[src/rtl/fw_loader_pkg.sv]
// fw_loader_pkg: shared types and constants for the firmware loader.
//   state_t        - loader FSM states
//   BYTES_PER_WORD - stream bytes packed into one instruction word
//   LANE_W         - width of the byte-lane counter
package fw_loader_pkg;

  typedef enum logic [2:0] {
    S_LOAD,
    S_WRITE,
    S_RUN,
    S_HALT,
    S_ERR
  } state_t;

  localparam int unsigned BYTES_PER_WORD = 4;
  localparam int unsigned LANE_W         = $clog2(BYTES_PER_WORD);

endpackage

[src/rtl/fw_loader_byte_packer.sv]
// byte_packer: little-endian assembly register for the firmware loader.
//   clk, reset - clock, async active-high reset
//   clr        - clear word and lane counter (wins over load)
//   load       - write data into lane byte_cnt and advance byte_cnt
//   data       - incoming stream byte
//   word       - assembled 32-bit word (unfilled lanes stay 0)
//   byte_cnt   - next lane to fill (lane 0 = bits 7:0)
module byte_packer
  import fw_loader_pkg::*;
(
  input  logic              clk,
  input  logic              reset,
  input  logic              clr,
  input  logic              load,
  input  logic [7:0]        data,
  output logic [31:0]       word,
  output logic [LANE_W-1:0] byte_cnt
);

  always_ff @(posedge clk or posedge reset) begin
    if (reset) begin
      word     <= '0;
      byte_cnt <= '0;
    end else if (clr) begin
      word     <= '0;
      byte_cnt <= '0;
    end else if (load) begin
      word[8*int'(byte_cnt) +: 8] <= data;
      byte_cnt                    <= byte_cnt + {{(LANE_W-1){1'b0}}, 1'b1};
    end
  end

endmodule

[src/rtl/fw_loader.sv]
// fw_loader: streams a firmware image into instruction memory and controls
// processor reset.
//   clk, reset          - clock, async active-high reset
//   in_valid/in_ready   - byte-stream handshake; in_data byte, in_last ends image
//   restart             - in HALT or ERR, start a new load
//   trap                - processor trap (level); rising edge in RUN halts
//   im_w_en/addr/data   - instruction-memory write port, one strobe per word
//   cpu_reset_n         - active-low processor reset, released only in RUN
//   words_loaded        - words written in the current load
//   halted, err         - state is HALT / ERR
module fw_loader
  import fw_loader_pkg::*;
#(
  parameter int unsigned ADDR_W = 10
) (
  input  logic              clk,
  input  logic              reset,
  input  logic              in_valid,
  output logic              in_ready,
  input  logic [7:0]        in_data,
  input  logic              in_last,
  input  logic              restart,
  input  logic              trap,
  output logic              im_w_en,
  output logic [ADDR_W-1:0] im_w_addr,
  output logic [31:0]       im_w_data,
  output logic              cpu_reset_n,
  output logic [ADDR_W:0]   words_loaded,
  output logic              halted,
  output logic              err
);

  localparam logic [ADDR_W:0] MAX_WORDS = {1'b1, {ADDR_W{1'b0}}};
  localparam logic [ADDR_W:0] ONE_WORD  = {{ADDR_W{1'b0}}, 1'b1};

  state_t              state_q, state_d;
  logic [ADDR_W:0]     word_cnt;
  logic                last_seen;
  logic                trap_q;
  logic                xfer;
  logic                pk_load, pk_clr;
  logic                wc_inc, wc_clr;
  logic                ls_set;
  logic [31:0]         pk_word;
  logic [LANE_W-1:0]   byte_cnt;

  byte_packer u_packer (
    .clk      (clk),
    .reset    (reset),
    .clr      (pk_clr),
    .load     (pk_load),
    .data     (in_data),
    .word     (pk_word),
    .byte_cnt (byte_cnt)
  );

  // ERR keeps in_ready high so a stuck source drains instead of stalling.
  assign in_ready     = (state_q == S_LOAD) || (state_q == S_ERR);
  assign xfer         = in_valid && in_ready;
  assign im_w_en      = (state_q == S_WRITE);
  assign im_w_addr    = im_w_en ? word_cnt[ADDR_W-1:0] : '0;
  assign im_w_data    = im_w_en ? pk_word : '0;
  assign cpu_reset_n  = (state_q == S_RUN);
  assign halted       = (state_q == S_HALT);
  assign err          = (state_q == S_ERR);
  assign words_loaded = word_cnt;

  always_comb begin
    state_d = state_q;
    pk_load = 1'b0;
    pk_clr  = 1'b0;
    wc_inc  = 1'b0;
    wc_clr  = 1'b0;
    ls_set  = 1'b0;
    unique case (state_q)
      S_LOAD: begin
        if (xfer) begin
          if (word_cnt == MAX_WORDS) begin
            state_d = S_ERR;
          end else begin
            pk_load = 1'b1;
            if ((byte_cnt == LANE_W'(BYTES_PER_WORD - 1)) || in_last) begin
              state_d = S_WRITE;
              ls_set  = 1'b1;
            end
          end
        end
      end
      S_WRITE: begin
        wc_inc  = 1'b1;
        pk_clr  = 1'b1;
        state_d = last_seen ? S_RUN : S_LOAD;
      end
      S_RUN: begin
        if (trap && !trap_q) state_d = S_HALT;
      end
      S_HALT, S_ERR: begin
        if (restart) begin
          state_d = S_LOAD;
          wc_clr  = 1'b1;
          pk_clr  = 1'b1;
        end
      end
      default: state_d = S_LOAD;
    endcase
  end

  // trap_q tracks trap every cycle, so on RUN entry it already holds the
  // level seen during the WRITE cycle and a pre-existing trap cannot halt.
  always_ff @(posedge clk or posedge reset) begin
    if (reset) begin
      state_q   <= S_LOAD;
      word_cnt  <= '0;
      last_seen <= 1'b0;
      trap_q    <= 1'b0;
    end else begin
      state_q <= state_d;
      trap_q  <= trap;
      if (wc_clr) begin
        word_cnt  <= '0;
        last_seen <= 1'b0;
      end else if (wc_inc) begin
        word_cnt <= word_cnt + ONE_WORD;
      end
      if (ls_set) last_seen <= in_last;
    end
  end

endmodule

[config.mk]
export PLATFORM = sky130hd
export DESIGN_NAME = fw_loader
export DESIGN_NICKNAME = d
export VERILOG_FILES = /design/src/rtl/fw_loader_pkg.sv /design/src/rtl/fw_loader_byte_packer.sv /design/src/rtl/fw_loader.sv
export SDC_FILE = /design/constraint.sdc
export NUM_CORES = 1
export LEC_CHECK = 0
export ABC_AREA = 1
export CORE_ASPECT_RATIO = 0.5
export CORE_MARGIN = 4
export CORE_UTILIZATION = 45
export CTS_CLUSTER_SIZE = 25
export DETAILED_ROUTE_END_ITERATION = 6
export PLACE_DENSITY = 0.78
export SYNTH_ARGS = -nofsm -noshare
export SYNTH_HDL_FRONTEND = slang
export SYNTH_HIERARCHICAL = 1
export SYNTH_SLANG_ARGS = --single-unit
export TNS_END_PERCENT = 20
[constraint.sdc]
create_clock -name clk -period 4.1 [get_ports clk]
set_clock_uncertainty 0.2 [all_clocks]
set_input_delay 0.82 -clock clk [delete_from_list [all_inputs] [get_ports clk]]
set_output_delay 0.82 -clock clk [all_outputs]
set_load 0.02 [all_outputs]
After elaboration in Yosys (flattened, before gate mapping)
Cells that the tools add are included.

word-level totals
  register bits after elaboration = 50
  input bits = 14
  output and inout bits = 58
  word-level logic and storage cells = 61

cells by class
  $add $sub $neg = 3
  equality and inequality tests = 10
  shift-type cells = 2
  multiplexer cells = 29
  reduce and logical (&&, ||, !) cells = 11

operators with widths
  kind                       count
  $mux W32                   3
  $neg A5 Y33                1
  $shift A8 B33 Y32 const A  1
  $shiftx A8 B33 Y32         1
  $bwmux W32                 1
  $mux W11                   2
  $mux W3                    5
  $mux W1                    12
  $pmux W3 S4                1
  $add A11 B1 Y11 const B    1
  $eq A11 B11 Y1 const B     1
  $mux W10                   1
  $eq A3 B2 Y1 const B       2
  $mux W2                    3
  $reduce_bool A2 Y1         3
  $ne A2 B2 Y1 const B       2
  $reduce_and A4 Y1          1
  $eq A3 B1 Y1 const B       1
  $eq A3 B3 Y1 const B       1
  $logic_not A3 Y1           1
  $ne A3 B1 Y1 const B       1
  $add A2 B1 Y2 const B      1
  $eq A2 B2 Y1 const B       1
  $logic_and A1 B1 Y1        2
  other kinds (5)            6

Longest topological paths before layout
Gate-level depths: netlist of the first run.

  depth after elaboration = 7
  gate-level depth with buffers = 13
  gate-level depth less buffers = 12

By module
The synthesis of the first run kept the hierarchy.

modules (own cells, without submodules)
  module       instances  cells each  area an instance (um^2)  seq. area each (um^2)
  byte_packer  1          221         1704.1                   850.8
  fw_loader    1          235         1336.3                   400.4

Least setup slack after synthesis of the first run
Ideal clock, no wire load.

  path kind = reg-to-output
  from = register state_q[2]
  to = output im_w_addr[1]
  data arrival time = 1.167 ns
  required time = 3.080 ns
  slack = 1.913 ns
  cell stages (with the launch flop) = 5
  path buffers = 1
  cells stage by stage = dfrtp_1 inv_2 nand3_4 buf_1 nor2_1

on the way
  word-level cells in the longest chain between the ends = 2

ends and longest elaborated chain
  what                      line              RTL
  start: declaration        fw_loader.sv:36   state_t state_q, state_d;
  start signal: assignment  fw_loader.sv:117  state_q <= state_d;
  $eq A3 B1 Y1              fw_loader.sv:60   assign im_w_en = (state_q == S_WRITE);
  $mux W10                  fw_loader.sv:61   assign im_w_addr = im_w_en ? word_cnt[ADDR_W-1:0] : '0;
  end: declaration          fw_loader.sv:25   output logic [ADDR_W-1:0] im_w_addr,

No other way between the ends.

Final worst setup path of the first run
  from = register state_q[2]
  to = output im_w_en

on the way
  word-level cells in the longest chain between the ends = 1

ends and longest elaborated chain
  what              line             RTL
  $eq A3 B1 Y1      fw_loader.sv:60
  end: declaration  fw_loader.sv:24  output logic im_w_en,

No other way between the ends.

==> impl_metrics.tcl, run 1 <==
set metrics [dict create \
    cp-end-kind "output pin" \
    num_rows 20 \
    fin_crit_ns 3.22 \
    status "completed" \
    cts_tree "built" \
    root_buffer "clkbuf_16" \
    slew-limit-headroom_pct 59.2 \
    ys_types 29 \
    grtUsageTotal_pct 18.6 \
    max_freq_ghz 0.310 \
    worstMarginPinSlew_ns 0.611 \
    finalCritPeriodShare_pct 78.6 \
    clk_latency_ns 0.29 \
    core-area_sq_um 6310 \
    clockPowerShare_pct 21.4 \
    ys_seq_elements 50 \
    nets 548 \
    yosysSeqAreaShare_pct 41.2 \
    pwr-share-comb_pct 48.2 \
    syn_avg_cell_area_sq_um 6.67 \
    clk_path_buf_depth 2 \
    crit_type "flop to output pin" \
    gp_congestion 0.888 \
    grt_pass1_wl_microns 12500 \
    utilization_pct 63.1 \
    wl_microns 7200 \
    insertedDiodeCount 0 \
    grt.overflow.total 0 \
    drc 0 \
    synth_nets 477 \
    io_buffers 71 \
    dr.pass1.iters 4 \
    p_leak_uw 0.00197 \
    grt.met2_usage_pct 31.6 \
    holdPathStages 2 \
    clkTransAtPathRegs_ns 0.07 \
    area_delta_synth_final_pct 30.9 \
    crit_required_ns 3.08 \
    peakVddDrop_mv 0.245 \
    initial_utilization_pct 48.2 \
    switching_share_pct 44.4 \
    drive_gt1_share_pct 6.25 \
    die_w_microns 124 \
    grt_pass1_vias 2786 \
    hold_viol_final 0 \
    wl_per_cell_microns 11.7 \
    seqPwrFrac_pct 30.4 \
    antenna_found_initial 0 \
    clock_sinks 50 \
    cts_resized 0 \
    vias 2924 \
    syn_inst 456 \
    intPower_uw 1210 \
    dpl.hpwl_microns 5400 \
    htree_levels 2 \
    pin_count 72 \
    p_per_area_nw_per_um2 548 \
    worstPathMaxFanout 46 \
    holdBufCountCts 0 \
    drt_iter0_markers 204 \
    met1_usage_pct 23.9 \
    cp-start-kind "flop" \
    drtAntennaViolNets 0 \
    die_h_microns 66.1 \
    setup_viol 0 \
    numCtsBuffers 5 \
    grt_max_degree 47 \
    rsz0062_at_grt "no" \
    postCtsSetupBuffers 0 \
    top_usage_layer "met2" \
    r2r_cells 10 \
    synth.cell_area_sq_um 3040 \
    slew_viol_final 0 \
    die_area_sq_um 8220 \
    grt_use_met3_pct 4.27 \
    switchingPower_uw 970 \
    drt-vias-per-instance 4.75 \
    yosysWarningCount 6 \
    maxCapViolations 0 \
    hp-class "flop to flop" \
    crit_arrival_ns 2.20 \
    setup_tns_ns 0 \
]
-- flip-flops by register name (all words and copies together) (netlist names) --
name               cells
state_q                3
last_seen              1
trap_q                 1
u_packer/word         32
words_loaded          11
u_packer/byte_cnt      2
-- synth_stat cells --
cell type,instances,area share [%]
buf_6,3,1.1
o21ai_0,3,0.49
buf_2,1,0.16
nor3_1,1,0.16
buf_1,4,0.49
nor2_4,2,0.74
nand3b_1,2,0.49
dfrtp_1,50,41
a21oi_1,13,2.1
nand2_4,2,0.74
nor2_2,9,1.9
a31oi_1,1,0.21
inv_4,1,0.21
inv_1,76,9.4
nor2_1,90,11
inv_2,4,0.49
nand3_1,12,2.0
nand2_1,153,19
clkbuf_2,1,0.16
o21ai_4,1,0.54
o21ai_2,1,0.29
a21oi_2,3,0.86
nand3_4,1,0.58
o21bai_1,1,0.25
nand2_2,1,0.21
o21ai_1,7,1.2
ha_1,7,2.9
a21boi_1,1,0.25
nand4_1,5,1.0
-- critical path, stage by stage (launching register included) --
cell and delay, ns:
dfrtp_1 0.42, inv_2 0.14, nand3_4 0.41, inv_2 0.28, clkdlybuf4s50_1 0.64
-- final timing paths --
check	start	slack, ns	end
setup / recovery	state_q[2]$_DFFE_PP0P_	0.88	im_w_en
hold / removal	u_packer/word[26]$_DFFE_PP0P_	0.28	u_packer/word[26]$_DFFE_PP0P_
setup reg to reg	state_q[2]$_DFFE_PP0P_	1.48	u_packer/word[2]$_DFFE_PP0P_
hold reg to reg	u_packer/word[26]$_DFFE_PP0P_	0.28	u_packer/word[26]$_DFFE_PP0P_
max in group asynchronous	reset	2.54	state_q[0]$_DFFE_PP0P_
min in group asynchronous	reset	0.75	words_loaded[0]$_DFFE_PP0P_
-- cells in the final DEF, fill, tap and decap left out, types with 3 or more instances in the layout --
master / Yosys / routed
clkbuf_16: 0 / 5
a21oi_1: 13 / 13
nand3_1: 12 / 12
clkdlybuf4s50_1: 0 / 71
nor2_2: 9 / 9
a21oi_2: 3 / 3
nand4_1: 5 / 5
o21ai_0: 3 / 3
nand2_1: 153 / 153
nor2_1: 90 / 90
ha_1: 7 / 7
inv_2: 4 / 4
o21ai_1: 7 / 7
inv_1: 76 / 76
dfrtp_1: 50 / 50
-- metrics by stage --
step	setup WS [ns]	instance area, sq um	instances	hold slack, ns	total power [uW]
finish	0.876	3980	616	0.279	2180
global route	0.670	3980	616	0.309	2360
CTS	0.826	3980	616	0.282	2200
detailed placement	1.14	3820	608	0.266	1730
global placement	1.21	3820	608	0.262	1710
floorplan	1.91	3040	456	0.249	1440
-- power by group through the flow --
stage / logic, uW / clock network (uW) / registers (uW)
final: 1050 / 467 / 664
after global routing: 1190 / 503 / 676
after CTS: 1060 / 478 / 663
after detailed placement: 1060 / 0 / 672
after global placement: 1040 / 0 / 669
after floorplan: 761 / 0 / 677
-- cells by family (layout without fill, tap and decap cells) --
kind of cell,count (synthesis),in the layout,synth area share [%]
DFF,50,50,41.2
and+or+nand+nor,278,278,37.8
buffers and inverters,90,162,12.0
AOI/OAI and AO/OA,31,31,6.17
adders and majority gates,7,7,2.88
-- routing by layer --
metal | part of all wire [%] | vias up | routed length (microns)
li1 | - | 1500 | -
met1 | 46 | 1359 | 3340
met2 | 47 | 58 | 3410
met3 | 5.1 | 7 | 364
met4 | 1.0 | 0 | 75
met5 | 0 | - | 0
-- final cells by class --
class	count	area [sq um]
multi-input cells	316	1420
repair buffers	73	726
well taps	88	110
clock buffers	7	133
fillers	610	2330
inverters	81	307
flip-flops and latches	50	1250
clock inverters	1	30.0
(Power assumes the default switching activity.)
==> run 2, diff against run 1 <==
Settings changed: PLACE_DENSITY 0.78 to 0.81.
Clock period 4.1 ns to 2.85 ns, I/O delays scaled along.
==> run 2 against run 1 <==
Against the previous run: first-iteration DRC count fell by 9.8%; combinational power increased by 48%; utilization up 0.75 points; critical endpoint is now im_w_addr[0]; global-route usage grew 0.90 points; largest power group unchanged.
==> impl_metrics.tcl, run 2 (synthesis results as in run 1) <==
set metrics [dict create \
    die_w_microns 124 \
    place_inst 609 \
    area_delta_synth_final_pct 32.5 \
    clk_latency_ns 0.29 \
    critical_path.top_delay_family "buffers and inverters" \
    antenna_found_initial 0 \
    crit_path_max_incr_delay_ns 0.63 \
    setup_viol 0 \
    grt_pass1_vias 2914 \
    holdBufCountCts 0 \
    seqPwrFrac_pct 29.1 \
    drc 0 \
    io_buffers 71 \
    initial_utilization_pct 48.2 \
    clock_sinks 50 \
    fin_cells 617 \
    drtAntennaViolNets 0 \
    worstPathMaxFanout 46 \
    switchingPower_uw 1430 \
    core-area_sq_um 6310 \
    numCtsBuffers 5 \
    hold_viol_final 0 \
    p_per_area_nw_per_um2 819 \
    slew-limit-headroom_pct 58.9 \
    insertedDiodeCount 0 \
    grtUsageTotal_pct 19.5 \
    status "completed" \
    pwr-share-comb_pct 47.1 \
    p_leak_uw 0.00199 \
    cp-start-kind "flop" \
    rrSetupSlack_ns 0.28 \
    finalCritPeriodShare_pct 95.7 \
    pin_count 72 \
    wl_per_cell_microns 12.2 \
    maxCapViolations 0 \
    cts_tree "built" \
    grt_pass1_wl_microns 13300 \
    clkTransAtPathRegs_ns 0.06 \
    peakVddDrop_mv 0.369 \
    drt_iter0_markers 184 \
    drt-vias-per-instance 4.78 \
    htree_levels 2 \
    gp_congestion 0.906 \
    hp-class "flop to flop" \
    fin_crit_ns 2.73 \
    cp-end-kind "output pin" \
    path_cells "inv_2, nand3_4, buf_6, nor2_1, clkdlybuf4s50_1" \
    largest_register_ffs 32 \
    clk_path_buf_depth 2 \
    dpl.hpwl_microns 5510 \
    clockPowerShare_pct 23.8 \
    die_h_microns 66.1 \
    root_buffer "clkbuf_16" \
    num_rows 20 \
    utilization_pct 63.9 \
    layout_commonest_cell "nand2_1" \
    setup_tns_ns 0 \
    layout_common_cells "153 x nand2_1, 90 x nor2_1, 76 x inv_1" \
    crit_required_ns 2.08 \
    worstMarginPinSlew_ns 0.616 \
    crit_arrival_ns 1.96 \
    critPathBufInv 3 \
    wl_microns 7530 \
    fillers 595 \
    intPower_uw 1870 \
    die_area_sq_um 8220 \
    nets 549 \
    slowest_stage "clkdlybuf4s50_1" \
    grt.overflow.total 0 \
    slew_viol_final 0 \
    drive_gt1_share_pct 6.81 \
    top_register "u_packer/word" \
    rsz0062_at_grt "no" \
    crit_type "flop to output pin" \
    vias 2950 \
    max_freq_ghz 0.367 \
    dr.pass1.iters 4 \
    switching_share_pct 43.4 \
    grt_max_degree 47 \
    fin_hold_ws_ns 0.282 \
]
==> run 2: changes by cell type in the layout (fill, tap and decap cells not counted) <==
| cell | previous run | this run |
|---|---|---|
| bufinv_16 | 1 | 2 |
| buf_6 | 0 | 1 |
| clkbuf_8 | 0 | 1 |
| clkbuf_1 | 2 | 0 |
==> run 2: worst reg2reg max path: stages, from the launching register on <==
cell	delay (ns)
dfrtp_1	0.42
inv_2	0.11
nand3_4	0.09
buf_6	0.31
inv_2	0.14
nor2_1	0.26
inv_1	0.25
inv_4	0.19
nand2_2	0.10
nor2_2	0.29
nand2_1	0.10
nand2_1	0.07
==> run 2: path summary, 6_finish.rpt <==
kind | startpoint | cells after the start | endpoint
worst max-delay path | state_q[2]$_DFFE_PP0P_ | 5 | im_w_addr[0]
worst min-delay path | u_packer/word[27]$_DFFE_PP0P_ | 2 | u_packer/word[27]$_DFFE_PP0P_
worst max register to register | state_q[2]$_DFFE_PP0P_ | 11 | u_packer/word[5]$_DFFE_PP0P_
worst min register to register | u_packer/word[27]$_DFFE_PP0P_ | 2 | u_packer/word[27]$_DFFE_PP0P_
max in group asynchronous | reset | 2 | state_q[1]$_DFFE_PP0P_
min in group asynchronous | reset | 2 | words_loaded[2]$_DFFE_PP0P_
==> run 2: power by group through the flow <==
stage | Sequential (uW) | Combinational [uW] | Clock, uW
after global routing | 980 | 1740 | 823
after detailed placement | 969 | 1540 | 0
after CTS | 958 | 1550 | 800
after floorplan | 974 | 1090 | 0
after global placement | 969 | 1520 | 0
final | 960 | 1550 | 787
==> run 2: per-layer routing <==
metal,up-vias,routed length [microns],GRT usage (%)
met1,1369,3570,24.9
met5,-,0,0
met2,79,3540,34.3
met3,6,364,4.44
met4,0,55,4.23
li1,1496,-,-
==> run 2: area by class of cell <==
cell class / count / area [sq um] / area share [%]
sequential: 50 / 1250 / 31.1
multi-input combinational: 316 / 1420 / 35.4
inverter: 81 / 307 / 7.61
tap: 88 / 110 / 2.73
clock inverter: 2 / 60.1 / 1.49
clock buffer: 6 / 139 / 3.45
timing repair buffer: 74 / 737 / 18.3
==> run 2: timing repair <==
action | in CTS | in global routing
endpoints found under the setup margin | 0 | 57
buffers inserted | 0 | 0
gates resized for setup | 0 | 1
==> run 2: metrics by stage <==
| stage | setup WS [ns] | area, sq um | total power (uW) |
|---|---|---|---|
| 4_1_cts | 0.0129 | 4020 | 3300 |
| 5_1_grt | 0.00864 | 4030 | 3540 |
| 3_3_place_gp | 0.279 | 3820 | 2490 |
| 2_1_floorplan | 0.832 | 3040 | 2070 |
| 6_report | 0.122 | 4030 | 3300 |
| 3_5_place_dp | 0.163 | 3820 | 2510 |
